<file path="src/rtl/uart_fifo.sv">
// uart_fifo: 8-N-1 UART with TX/RX FIFOs, sticky error flags and a maskable interrupt
module uart_fifo #(
  parameter int FREQ_HZ  = 12000000,
  parameter int BAUDS    = 115200,
  parameter int TX_DEPTH = 16,
  parameter int RX_DEPTH = 16
) (
  input  logic        clk,
  input  logic        reset_n_i,
  input  logic        sel_i,
  input  logic        wr_i,
  input  logic        rd_i,
  input  logic [3:0]  addr_i,
  input  logic [31:0] wdata_i,
  output logic [31:0] rdata_o,
  input  logic        rx_i,
  output logic        tx_o,
  output logic        irq_o
);
  localparam int TAW = $clog2(TX_DEPTH);
  localparam int RAW = $clog2(RX_DEPTH);
  localparam logic [15:0] DIV_RST = 16'(FREQ_HZ / BAUDS);
  localparam logic [1:0] S_IDLE = 2'd0, S_START = 2'd1, S_DATA = 2'd2, S_STOP = 2'd3;
  logic [7:0] tx_mem_q [TX_DEPTH];
  logic [7:0] rx_mem_q [RX_DEPTH];
  logic [TAW-1:0] tx_wp_q, tx_wp_d, tx_rp_q, tx_rp_d;
  logic [TAW:0] tx_cnt_q, tx_cnt_d;
  logic [RAW-1:0] rx_wp_q, rx_wp_d, rx_rp_q, rx_rp_d;
  logic [RAW:0] rx_cnt_q, rx_cnt_d;
  logic [1:0] ctrl_q, ctrl_d;
  logic [15:0] div_q, div_d;
  logic ovf_q, ovf_d, ferr_q, ferr_d, irq_q, irq_d;
  logic [1:0] txs_q, txs_d, rxs_q, rxs_d;
  logic [15:0] txb_q, txb_d, txdiv_q, txdiv_d, rxb_q, rxb_d, rxdiv_q, rxdiv_d;
  logic [7:0] txsh_q, txsh_d, rxsh_q, rxsh_d;
  logic [2:0] txbit_q, txbit_d, rxbit_q, rxbit_d, sync_q, sync_d;
  logic tx_q, tx_d;
  logic wr_en, rd_en, tx_push, tx_pop, rx_push, rx_pop, set_ovf, set_ferr;
  logic tx_full, tx_empty, rx_full, rx_valid, tx_busy, tx_end, rx_end, rx_s, rx_p;
  logic unused_wdata;
  assign unused_wdata = ^wdata_i[31:16];
  assign tx_o = tx_q;
  assign irq_o = irq_q;
  // FIFO status and bus strobe decode; a full TX FIFO still accepts a write when the shifter pops
  always_comb begin
    tx_full = tx_cnt_q[TAW];
    tx_empty = tx_cnt_q == '0;
    rx_full = rx_cnt_q[RAW];
    rx_valid = rx_cnt_q != '0;
    tx_busy = (txs_q != S_IDLE) | ~tx_empty;
    wr_en = sel_i & wr_i;
    rd_en = sel_i & rd_i;
    tx_push = wr_en & (addr_i == 4'h0) & (~tx_full | tx_pop);
    rx_pop = rd_en & (addr_i == 4'h0) & rx_valid;
    rx_s = sync_q[1];
    rx_p = sync_q[2];
  end
  // TX shifter: each state lasts the divisor latched when its byte was popped
  always_comb begin
    txs_d = txs_q;
    txb_d = txb_q + 16'd1;
    txdiv_d = txdiv_q;
    txsh_d = txsh_q;
    txbit_d = txbit_q;
    tx_pop = 1'b0;
    tx_end = txb_q == txdiv_q - 16'd1;
    case (txs_q)
      S_IDLE: begin
        txb_d = '0;
        if (!tx_empty) begin
          tx_pop = 1'b1;
          txs_d = S_START;
        end
      end
      S_START: if (tx_end) begin
        txs_d = S_DATA;
        txb_d = '0;
        txbit_d = '0;
      end
      S_DATA: if (tx_end) begin
        txb_d = '0;
        txbit_d = txbit_q + 3'd1;
        txsh_d = txsh_q >> 1;
        if (txbit_q == 3'd7) txs_d = S_STOP;
      end
      default: if (tx_end) begin
        txb_d = '0;
        txs_d = S_IDLE;
        if (!tx_empty) begin
          tx_pop = 1'b1;
          txs_d = S_START;
        end
      end
    endcase
    if (tx_pop) begin
      txsh_d = tx_mem_q[tx_rp_q];
      txdiv_d = div_q;
      txb_d = '0;
    end
    tx_d = txs_d == S_START ? 1'b0 : txs_d == S_DATA ? txsh_d[0] : 1'b1;
  end
  // RX receiver: start-bit validation at half a bit, then one sample per bit period
  always_comb begin
    sync_d = {sync_q[1:0], rx_i};
    rxs_d = rxs_q;
    rxb_d = rxb_q + 16'd1;
    rxdiv_d = rxdiv_q;
    rxsh_d = rxsh_q;
    rxbit_d = rxbit_q;
    rx_push = 1'b0;
    set_ovf = 1'b0;
    set_ferr = 1'b0;
    rx_end = rxb_q == rxdiv_q - 16'd1;
    case (rxs_q)
      S_IDLE: begin
        rxb_d = '0;
        if (rx_p & ~rx_s) begin
          rxs_d = S_START;
          rxdiv_d = div_q;
        end
      end
      S_START: if (rxb_q == (rxdiv_q >> 1)) begin
        rxb_d = '0;
        rxbit_d = '0;
        rxs_d = rx_s ? S_IDLE : S_DATA;
      end
      S_DATA: if (rx_end) begin
        rxb_d = '0;
        rxsh_d = {rx_s, rxsh_q[7:1]};
        rxbit_d = rxbit_q + 3'd1;
        if (rxbit_q == 3'd7) rxs_d = S_STOP;
      end
      default: if (rx_end) begin
        rxs_d = S_IDLE;
        set_ferr = ~rx_s;
        set_ovf = rx_s & rx_full;
        rx_push = rx_s & ~rx_full;
      end
    endcase
  end
  // FIFO pointers/counts, registers, sticky flags (set beats clear) and interrupt
  always_comb begin
    tx_wp_d = tx_wp_q + TAW'(tx_push);
    tx_rp_d = tx_rp_q + TAW'(tx_pop);
    tx_cnt_d = tx_cnt_q + (TAW+1)'(tx_push) - (TAW+1)'(tx_pop);
    rx_wp_d = rx_wp_q + RAW'(rx_push);
    rx_rp_d = rx_rp_q + RAW'(rx_pop);
    rx_cnt_d = rx_cnt_q + (RAW+1)'(rx_push) - (RAW+1)'(rx_pop);
    ctrl_d = wr_en & (addr_i == 4'h8) ? wdata_i[1:0] : ctrl_q;
    div_d = ~(wr_en & (addr_i == 4'hC)) ? div_q : wdata_i[15:0] < 16'd4 ? 16'd4 : wdata_i[15:0];
    ovf_d = set_ovf | (ovf_q & ~(wr_en & (addr_i == 4'h4) & wdata_i[3]));
    ferr_d = set_ferr | (ferr_q & ~(wr_en & (addr_i == 4'h4) & wdata_i[4]));
    irq_d = (ctrl_q[0] & rx_valid) | (ctrl_q[1] & tx_empty & ~tx_busy);
  end
  // Combinational register read-back
  always_comb begin
    rdata_o = addr_i == 4'h0 ? (rx_valid ? {24'd0, rx_mem_q[rx_rp_q]} : 32'd0)
            : addr_i == 4'h4 ? {26'd0, tx_busy, ferr_q, ovf_q, tx_empty, rx_valid, tx_full}
            : addr_i == 4'h8 ? {30'd0, ctrl_q}
            : addr_i == 4'hC ? {16'd0, div_q} : 32'd0;
  end
  // FIFO storage needs no reset; validity comes from the counts
  always_ff @(posedge clk) begin
    if (tx_push) tx_mem_q[tx_wp_q] <= wdata_i[7:0];
    if (rx_push) rx_mem_q[rx_wp_q] <= rxsh_q;
  end
  // State registers with asynchronous reset
  always_ff @(posedge clk or negedge reset_n_i) begin
    if (!reset_n_i) begin
      tx_wp_q <= '0;
      tx_rp_q <= '0;
      tx_cnt_q <= '0;
      rx_wp_q <= '0;
      rx_rp_q <= '0;
      rx_cnt_q <= '0;
      ctrl_q <= '0;
      div_q <= DIV_RST;
      ovf_q <= 1'b0;
      ferr_q <= 1'b0;
      irq_q <= 1'b0;
      txs_q <= S_IDLE;
      txb_q <= '0;
      txdiv_q <= DIV_RST;
      txsh_q <= '0;
      txbit_q <= '0;
      tx_q <= 1'b1;
      rxs_q <= S_IDLE;
      rxb_q <= '0;
      rxdiv_q <= DIV_RST;
      rxsh_q <= '0;
      rxbit_q <= '0;
      sync_q <= 3'b111;
    end else begin
      tx_wp_q <= tx_wp_d;
      tx_rp_q <= tx_rp_d;
      tx_cnt_q <= tx_cnt_d;
      rx_wp_q <= rx_wp_d;
      rx_rp_q <= rx_rp_d;
      rx_cnt_q <= rx_cnt_d;
      ctrl_q <= ctrl_d;
      div_q <= div_d;
      ovf_q <= ovf_d;
      ferr_q <= ferr_d;
      irq_q <= irq_d;
      txs_q <= txs_d;
      txb_q <= txb_d;
      txdiv_q <= txdiv_d;
      txsh_q <= txsh_d;
      txbit_q <= txbit_d;
      tx_q <= tx_d;
      rxs_q <= rxs_d;
      rxb_q <= rxb_d;
      rxdiv_q <= rxdiv_d;
      rxsh_q <= rxsh_d;
      rxbit_q <= rxbit_d;
      sync_q <= sync_d;
    end
  end
endmodule

</file>
<file path="config.mk">
export PLATFORM = sky130hd
export DESIGN_NAME = uart_fifo
export DESIGN_NICKNAME = d
export VERILOG_FILES = /design/src/rtl/uart_fifo.sv
export SDC_FILE = /design/constraint.sdc
export NUM_CORES = 1
export LEC_CHECK = 0
export BUFFER_PORTS_ARGS = -buffer_cell sky130_fd_sc_hd__buf_2
export CORE_ASPECT_RATIO = 1.75
export CORE_MARGIN = 8
export CORE_UTILIZATION = 40
export CTS_CLUSTER_SIZE = 20
export DETAILED_ROUTE_END_ITERATION = 12
export PLACE_DENSITY = 0.65
export SLEW_MARGIN = 40
export SYNTH_ARGS = -nofsm -noshare
export SYNTH_HDL_FRONTEND = slang
export SYNTH_SLANG_ARGS = --single-unit
</file>
<file path="constraint.sdc">
create_clock -name clk -period 5.7 [get_ports clk]
set_input_delay 0.855 -clock clk [delete_from_list [all_inputs] [get_ports clk]]
set_output_delay 0.855 -clock clk [all_outputs]
set_load 0.01 [all_outputs]
</file>
==> summary.txt, run 1 <==
Route
  – DR DRC count: 0
  – WL final: ~39000 um
  – First-pass DRT Iterations: 5
  – Via density: between 5 and 6
  – Via Count: 10400
  – ANT nets after route: 0
  – Routed length per instance: approximately 20 um
  – Initial DRC Count: 682

Power and ir drop
  – P per Cell Area: 350 mW/mm2
  – PnR Total Power: approximately 7000 uW
  – Max VDD drop: between 0.3 and 0.4 mV
  – Leak: around 0.0077 uW

Logic synthesis
  – Post-Syn Area per Cell: 13.9 um2
  – Ys Warns: 0
  – Synth cell types: 77
  – EDFF count, synth: 256
  – Post-synth top area share: 43.0%
  – Yosys reg bits: 397
  – Cells after Synth: 1290
  – Async set or reset register ratio after synthesis: 35.5%
  – Area leader, netlist: edfxtp_1
  – Syn Std Cell Area: approximately 0.018 mm2
  – Ys flop type: edfxtp_1
  – Sequential fraction of the synthesis area: 62.8%
  – Ranking of synthesized cells by area: edfxtp_1 43%, dfrtp_1 18%, mux4_2 7.4%, nand2_1 2.9%, xor2_1 2.5%

Place
  – Routability cong.: about 0.89
  – Placed cells: 1873
  – Post-DP HPWL: ~28000 um
  – # port buffers: 43

GRT
  – Vias in the first global route: around 11000
  – Initial antenna violation count: 0
  – First-pass GRT wire length: 60400 um
  – Total global-route track usage: ~15%
  – Largest net degree at the start of global routing: 80
  – GR Overflow Total: 0

Status
  – Status: finished clean

Final layout
  – Area delta synth->final: 11.7%
  – Most frequent cells in the layout: 256 x edfxtp_1, 137 x nand2_1, 125 x dfrtp_1
  – Fin nets: 1412
  – Share of layout cells above drive strength 1: 19.7%
  – Commonest non-fill, non-tap cell in the layout: edfxtp_1
  – Fin cells: 1941

Clock network
  – Num CTS Buffers: 36
  – Root buf cell: clkbuf_16
  – H-tree Lvls: 2
  – Clk slew on worst S/H paths: approximately 60 ps
  – Worst-skew pair later-pin latency: 550 ps
  – Post-CTS resize count: 0
  – CTS tree: yes
  – Sink Count: 397
  – Clock Path Buffers: 3
  – Number of setup buffers added after CTS: 0
  – Hold_buf cts: 0

Setup path
  – Reg2Reg Launch Point: txdiv_q[0]
  – WP data arrival: a little over 5000 ps
  – Critical Path End Type: flip-flop
  – Worst R2R Path Depth: 17
  – CP required: around 6200 ps
  – Reg2reg setup slack: 1070 ps
  – Crit Path Category: flip-flop to flip-flop
  – CP Launch Type: flip-flop
  – Reg2reg end: tx_cnt_q[4]
  – CP Max Fanout: 18

Floorplanning
  – Top Ports: 76
  – DIE AREA: 0.0520 mm2
  – Core outline area: 0.0442 mm2
  – Rows: slightly above 100
  – Die X: 176 um
  – Initial Util: around two fifths
  – Die Y: 296 um

Timing
  – Relative slew slack: 49.5%
  – Period utilization: 81.2%
  – Skew final: ~26 ps
  – Peak Freq: 216 MHz
  – Final hold violations: 0
  – Hold Slack: about 170 ps
  – # setup viols final: 0
  – Unrepaired setup endpoints after global routing: no
  – Setup TNS: 0 ps
  – Slew @ Worst Pin: 757 ps
  – Fin. max-slew vios: 0
  – Final min period: 4630 ps

Job
  – Max-cap violation count: 0

Hold path
  – Hold Crit Class: primary input to async pin
==> cell usage after synthesis (4+ instances only) <==
library cell,n
a22oi_1,6
mux2i_1,31
ha_1,28
or4_1,4
dfrtp_1,128
nand2b_1,16
nor2_1,78
xor2_1,51
nand4_1,8
or3_1,6
nor2b_1,11
a31oi_1,10
and2_1,10
nand3_1,30
o22ai_1,10
buf_4,16
o21ai_0,32
a211o_1,8
dfstp_2,13
clkbuf_1,48
a21oi_1,12
nor3b_1,7
buf_1,6
nor4_1,24
a211oi_1,7
or2_2,7
o221ai_1,15
xnor2_1,43
edfxtp_1,256
and3_1,10
nor4b_1,5
mux2_2,25
buf_2,9
nor3_1,30
inv_1,37
mux4_2,59
nand2_1,137
==> sequential cells by signal, indices dropped and copies added (netlist names), 5 cells and up <==
signal,flops
rx_mem_q,128
tx_mem_q,128
div_q,16
rxb_q,16
rxdiv_q,16
txb_q,16
txdiv_q,16
rxsh_q,8
txsh_q,8
rx_cnt_q,5
tx_cnt_q,5
==> stage by stage <==
stage          setup WS, ps  util [%]  cell area [um2]
3_5_place_dp           1110      42.6            18800
5_1_grt                 679      45.3            20000
4_1_cts                1070      45.2            20000
2_1_floorplan          1560         -            17900
3_3_place_gp           1190      42.5            18800
6_report               1070      45.3            20000
==> layer usage <==
| metal | global-route usage [%] | part of all wire, % | routed length, um | vias up |
|---|---|---|---|---|
| li1 | - | - | - | 4869 |
| met1 | 15.9 | 36 | 14200 | 5280 |
| met2 | 29.4 | 57 | 22200 | 197 |
| met3 | 1.78 | 3.3 | 1290 | 62 |
| met4 | 5.91 | 3.3 | 1290 | 0 |
| met5 | 0 | 0 | 0 | - |
==> where the power goes <==
part / leakage, uW / switching (uW) / internal (uW)
logic: 0.00303 / 571 / 550
clock network: 0.000565 / 1080 / 1290
registers: 0.00408 / 279 / 3220
total: 0.00768 / 1930 / 5060
==> cell families (layout without fill, tap and decap cells) <==
kind of cell	Yosys count	in the layout	share of synthesized area, %
AO/OA/AOI/OAI	128	128	5.10
adder cells (fa/ha/maj)	30	30	2.18
other	1	17	0.0210
flip-flops	397	397	62.8
XOR/XNOR	95	95	4.73
AND/OR/NAND/NOR	403	403	11.4
buffers and inverters	121	184	3.03
multiplexers	115	115	10.7
==> area by class of cell <==
cell class | count | area, um2
clock buffers | 47 | 982
fillers | 3928 | 24200
well taps | 572 | 716
clock inverters | 19 | 178
repair buffers | 79 | 519
inverters | 39 | 146
diodes | 1 | 2.50
multi-input cells | 787 | 6210
flip-flops and latches | 397 | 11200
==> how the worst max path moves through the flow <==
stage	from	to	slack (ps)
finish	txdiv_q[0]	tx_cnt_q[4]	1070
global route	txdiv_q[2]	tx_cnt_q[4]	680
CTS	txdiv_q[0]	tx_cnt_q[4]	1070
detailed placement	txdiv_q[0]	tx_cnt_q[4]	1110
global placement	txdiv_q[0]	tx_cnt_q[4]	1190
floorplan	txdiv_q[0]	tx_cnt_q[4]	1560
==> critical path, cell delays in order, from the launching register on <==
cell	delay (ps)
dfrtp_1	430
inv_1	100
ha_1	220
or4b_4	510
or2_2	320
o21ai_0	180
o2111ai_1	270
nor4_2	420
nor2_2	120
a211o_1	530
ha_1	380
inv_1	40
ha_1	190
fa_1	400
a21oi_1	140
nor2_1	60
nor2_1	110
xnor2_1	120
(Power assumes the default switching activity.)
==> inputs of run 2 (changes only) <==
Settings changed: PLACE_DENSITY 0.65 to 0.67.
Clock period 5.7 ns to 3.95 ns, I/O delays scaled along.
==> summary.txt, run 2 (synthesis gave the netlist of run 1 again) <==
Route
  – DR DRC count: 0
  – Initial DRC Count: 548
  – Routed length per instance: 20.0 um
  – Via density: 5.38
  – ANT nets after route: 0
  – WL final: between 30000 and 40000 um
  – Via Count: between 10000 and 15000
  – First-pass DRT Iterations: 5

Timing
  – Period utilization: 95.2%
  – Peak Freq: about 270 MHz
  – Fin. max-slew vios: 0
  – Final hold violations: 0
  – Final min period: 3760 ps
  – Setup TNS: 0 ps
  – Slew @ Worst Pin: 691 ps
  – # setup viols final: 0
  – Skew final: 20.8 ps
  – Hold Slack: 105 ps
  – Relative slew slack: a little over half

Floorplanning
  – Die Y: between 200 and 300 um
  – Core outline area: ~0.044 mm2
  – Initial Util: 40.5%
  – Die X: about 180 um
  – Rows: 102
  – Top Ports: 76
  – DIE AREA: around 0.052 mm2

GRT
  – Largest net degree at the start of global routing: 83
  – Initial antenna violation count: 2
  – GR Overflow Total: 0
  – Total global-route track usage: 15.2%
  – First-pass GRT wire length: 61900 um
  – Vias in the first global route: 11300

Setup path
  – CP Launch Type: flip-flop
  – Critical Path Source: txdiv_q[1]
  – WP data arrival: about 4200 ps
  – Critical Path End Type: flip-flop
  – Crit Path Category: flip-flop to flip-flop
  – Reg2Reg Launch Point: txdiv_q[1]
  – CP required: roughly 4400 ps
  – CP Max Fanout: 3

Clock network
  – Sink Count: approximately 400
  – CTS tree: yes
  – H-tree Lvls: 2
  – Clock Path Buffers: 3
  – Root buf cell: clkbuf_16
  – Clk slew on worst S/H paths: 70 ps
  – Num CTS Buffers: 35
  – Worst-skew pair later-pin latency: 530 ps

Final layout
  – N_diodes: 0
  – Fill cell count: 3931
  – Most frequent cells in the layout: 256 x edfxtp_1, 137 x nand2_1, 126 x dfrtp_1
  – Fin nets: between 1000 and 1500
  – Area delta synth->final: 14.1%
  – Commonest non-fill, non-tap cell in the layout: edfxtp_1
  – Fin util: about 46%
  – Biggest registers after layout: rx_mem_q: 128 flops, tx_mem_q: 128 flops
  – Share of layout cells above drive strength 1: 23.6%
  – Fin cells: 1995

Hold path
  – Hold Crit Class: primary input to async pin

Power and ir drop
  – P per Cell Area: 499 mW/mm2
  – Leak: 0.00795 uW
  – Max VDD drop: just under 0.4 mV

Job
  – Max-cap violation count: 0

Place
  – Routability cong.: around 0.84
  – Placed cells: 1926
  – Post-DP HPWL: roughly 28000 um
  – # port buffers: 43

Status
  – Status: finished clean
-- run 2: where the power goes --
group | internal (uW) | switching [uW]
Combinational | 934 | 939
Clock | 1760 | 1530
Sequential | 4650 | 376
Total | 7340 | 2840
-- run 2: worst paths after layout --
kind                            cells past startpoint          end  slack, ps
worst max register to register                     17  tx_cnt_q[4]        190
min in group clk                                    1    sync_q[0]        170
worst min register to register                      0    sync_q[1]        360
worst max-delay path                               17  tx_cnt_q[4]        190
worst min-delay path                                1    txb_q[14]        100
max in group asynchronous                           2   rxdiv_q[3]       3010
-- run 2: layout make-up --
cell class | instances | area [um2] | area share [%]
multi-input combinational | 787 | 6280 | 30.8
tap | 572 | 716 | 3.51
clock inverter | 19 | 150 | 0.735
timing repair buffer | 138 | 962 | 4.71
inverter | 39 | 146 | 0.717
sequential | 397 | 11200 | 55.0
clock buffer | 43 | 926 | 4.53
-- run 2: routing by layer --
layer / GRT usage [%] / vias to the layer above / routed length [um]
li1: - / 4972 / -
met1: 15.3 / 5442 / 13900
met2: 29.9 / 222 / 22700
met3: 1.98 / 92 / 1320
met4: 7.74 / 4 / 1820
met5: 0 / - / 26
-- run 2: worst max-delay path, stage by stage, from the launching register on --
cell and delay, ps:
dfrtp_1 410, inv_2 80, ha_2 170, or4b_4 470, or2_4 260, o21ai_2 120, o2111ai_2 150, nor4_4 350
nor2_4 80, a211o_1 300, ha_1 280, inv_1 40, ha_2 180, fa_2 370, a21oi_2 130, nor2_1 50
nor2_1 120, xnor2_1 120
-- run 2: timing repair --
action	4_1_cts	5_1_grt
endpoints found under the setup margin	1	3
pin swaps	2	12
hold buffers	0	0
setup buffers	1	6
resized for setup	0	22
-- run 2: metrics by stage --
step | instance area (um2) | worst slack, ps | total power, uW
CTS | 20300 | 26.0 | 10200
global placement | 19200 | 82.1 | 6860
finish | 20400 | 188 | 10200
detailed placement | 19200 | 12.6 | 6920
floorplan | 18000 | 0.477 | 6310
global route | 20400 | -11.4 | 10600
==> inputs of run 3 (changes only) <==
Settings changed: PLACE_DENSITY 0.67 to 0.65.
Clock period 3.95 ns to 3.5 ns, I/O delays scaled along.
==> summary.txt, run 3 (synthesis gave the netlist of run 1 again) <==
Power and ir drop
  – Max VDD drop: 0.517 mV
  – P per Cell Area: approximately 550 mW/mm2
  – PnR Total Power: about 12000 uW
  – Leak: 0.00826 uW

Setup path
  – CP Max Fanout: 2
  – Reg2Reg Launch Point: txdiv_q[14]
  – Critical Path Source: txdiv_q[14]
  – Worst R2R Path Depth: 14
  – WP data arrival: roughly 4200 ps
  – Critical Path End Type: flip-flop
  – CP required: 3930 ps
  – Slowest CP cell: a2111oi_4
  – Crit-path cells: or3_4 -> or3_4 -> a2111oi_4 -> o2111ai_2 -> nor4_4 -> nor2_2 -> a211o_1 -> ha_4 -> inv_2 -> ha_4 -> fa_2 -> buf_4 -> buf_6 -> xor2_1
  – Crit Path Category: flip-flop to flip-flop
  – Worst path max stage delay: 430 ps
  – CP Launch Type: flip-flop

Place
  – # port buffers: 43
  – Post-DP HPWL: 29200 um
  – Placed cells: 1959
  – Routability cong.: 0.852

Route
  – First-pass DRT Iterations: 5
  – Initial DRC Count: 626
  – ANT nets after route: 0
  – DR DRC count: 0
  – Routed length per instance: 20.2 um
  – WL final: slightly above 40000 um
  – Via density: 5.33
  – Via Count: ~11000

Timing
  – Fin. max-slew vios: 0
  – Peak Freq: between 200 and 300 MHz
  – Unrepaired setup endpoints after global routing: yes
  – PnR worst setup slack: -229 ps
  – Period utilization: 107%
  – Final hold violations: 0
  – Relative slew slack: 57.1%
  – Slew @ Worst Pin: 639 ps
  – # setup viols final: 35
  – Skew final: 26.4 ps
  – Final min period: 3730 ps

Clock network
  – Sink Count: 397
  – Clock Path Buffers: 3
  – Num CTS Buffers: 35
  – Root buf cell: clkbuf_16
  – Clk slew on worst S/H paths: 70 ps
  – Worst-skew pair later-pin latency: 560 ps
  – CTS tree: yes
  – H-tree Lvls: 2

GRT
  – Total global-route track usage: 15.9%
  – GR Overflow Total: 0
  – First-pass GRT wire length: approximately 65000 um
  – Vias in the first global route: ~12000
  – Initial antenna violation count: 0
  – Largest net degree at the start of global routing: 55

Floorplanning
  – Die X: roughly 180 um
  – Die Y: 296 um
  – Top Ports: 76
  – Core outline area: 0.0442 mm2
  – Initial Util: 40.5%
  – DIE AREA: 0.0520 mm2
  – Rows: just over 100

Final layout
  – Fin util: about half
  – Share of layout cells above drive strength 1: between 20 and 30%
  – Fin nets: 1521
  – Fill cell count: a little under 4000
  – Area delta synth->final: 18.6%
  – Fin cells: 2048
  – Most frequent cells in the layout: 256 x edfxtp_1, 137 x nand2_1, 126 x buf_4
  – N_diodes: 0
  – Biggest registers after layout: rx_mem_q: 128 flops, tx_mem_q: 128 flops
  – Commonest non-fill, non-tap cell in the layout: edfxtp_1

Hold path
  – Hold Crit Class: primary input to flip-flop
  – Hold depth: 1
  – Hold path start: rx_i

Status
  – Status: complete, but fails checks
  – Failing checks: negative setup slack

Job
  – Max-cap violation count: 0
-- run 3: report_power, final --
group          internal [uW]  switching, uW  total (uW)  leakage (uW)
Clock                   2110           1740        3850      0.000549
Sequential              5250            383        5630       0.00411
Combinational           1150           1130        2270       0.00360
-- run 3: metal layers --
metal | up-vias | GRT usage (%) | routed length, um
met5 | - | 0 | 0
met4 | 0 | 7.34 | 1830
met3 | 79 | 1.94 | 1450
met2 | 223 | 30.5 | 23100
met1 | 5545 | 17.1 | 15000
li1 | 5062 | - | -
-- run 3: layout make-up --
class / count / area [um2] / share of cell area [%]
Inverter: 39 / 149 / 0.702
Timing Repair Buffer: 189 / 1410 / 6.65
Multi-Input combinational cell: 787 / 6560 / 30.9
Tap cell: 572 / 716 / 3.37
Sequential cell: 397 / 11200 / 53.0
Clock buffer: 47 / 961 / 4.53
Clock inverter: 17 / 178 / 0.837
-- run 3: final timing paths --
| check | endpoint | slack [ps] |
|---|---|---|
| min reg2reg | sync_q[1] | 350 |
| max | tx_cnt_q[2] | -230 |
| max in group asynchronous | sync_q[0] | 2080 |
| min in group asynchronous | txb_q[12] | 520 |
| min | sync_q[0] | 90 |
| max reg2reg | tx_cnt_q[2] | -230 |
-- run 3: repair_timing --
| action | in CTS | in global routing |
|---|---|---|
| hold buffers | 1 | 0 |
| resized for setup | 23 | 57 |
| endpoints found under the setup margin | 77 | 258 |
| hold endpoints to repair | 46 | 0 |
| setup buffers | 13 | 12 |
| pin swaps | 15 | 27 |
-- run 3: per-stage QoR --
step           TNS [ps]  worst slack, ps  hold slack, ps  area [um2]
3_3_place_gp       -614             -189             346       19500
2_1_floorplan    -19720             -356             229       18100
4_1_cts            -652             -166            70.9       20900
6_report          -2730             -229            94.4       21200
3_5_place_dp      -4840             -256             347       19500
5_1_grt           -9560             -372            73.8       21200
-- run 3: worst max-delay path, delay by kind of cell, from the launching register on --
family,cells,cell delay (ps)
AND/OR/NAND/NOR,4,1090
AO/OA/AOI/OAI,3,950
adder cells (fa/ha/maj),3,780
XOR/XNOR,1,130
buffers and inverters,3,290
flip-flops,1,370
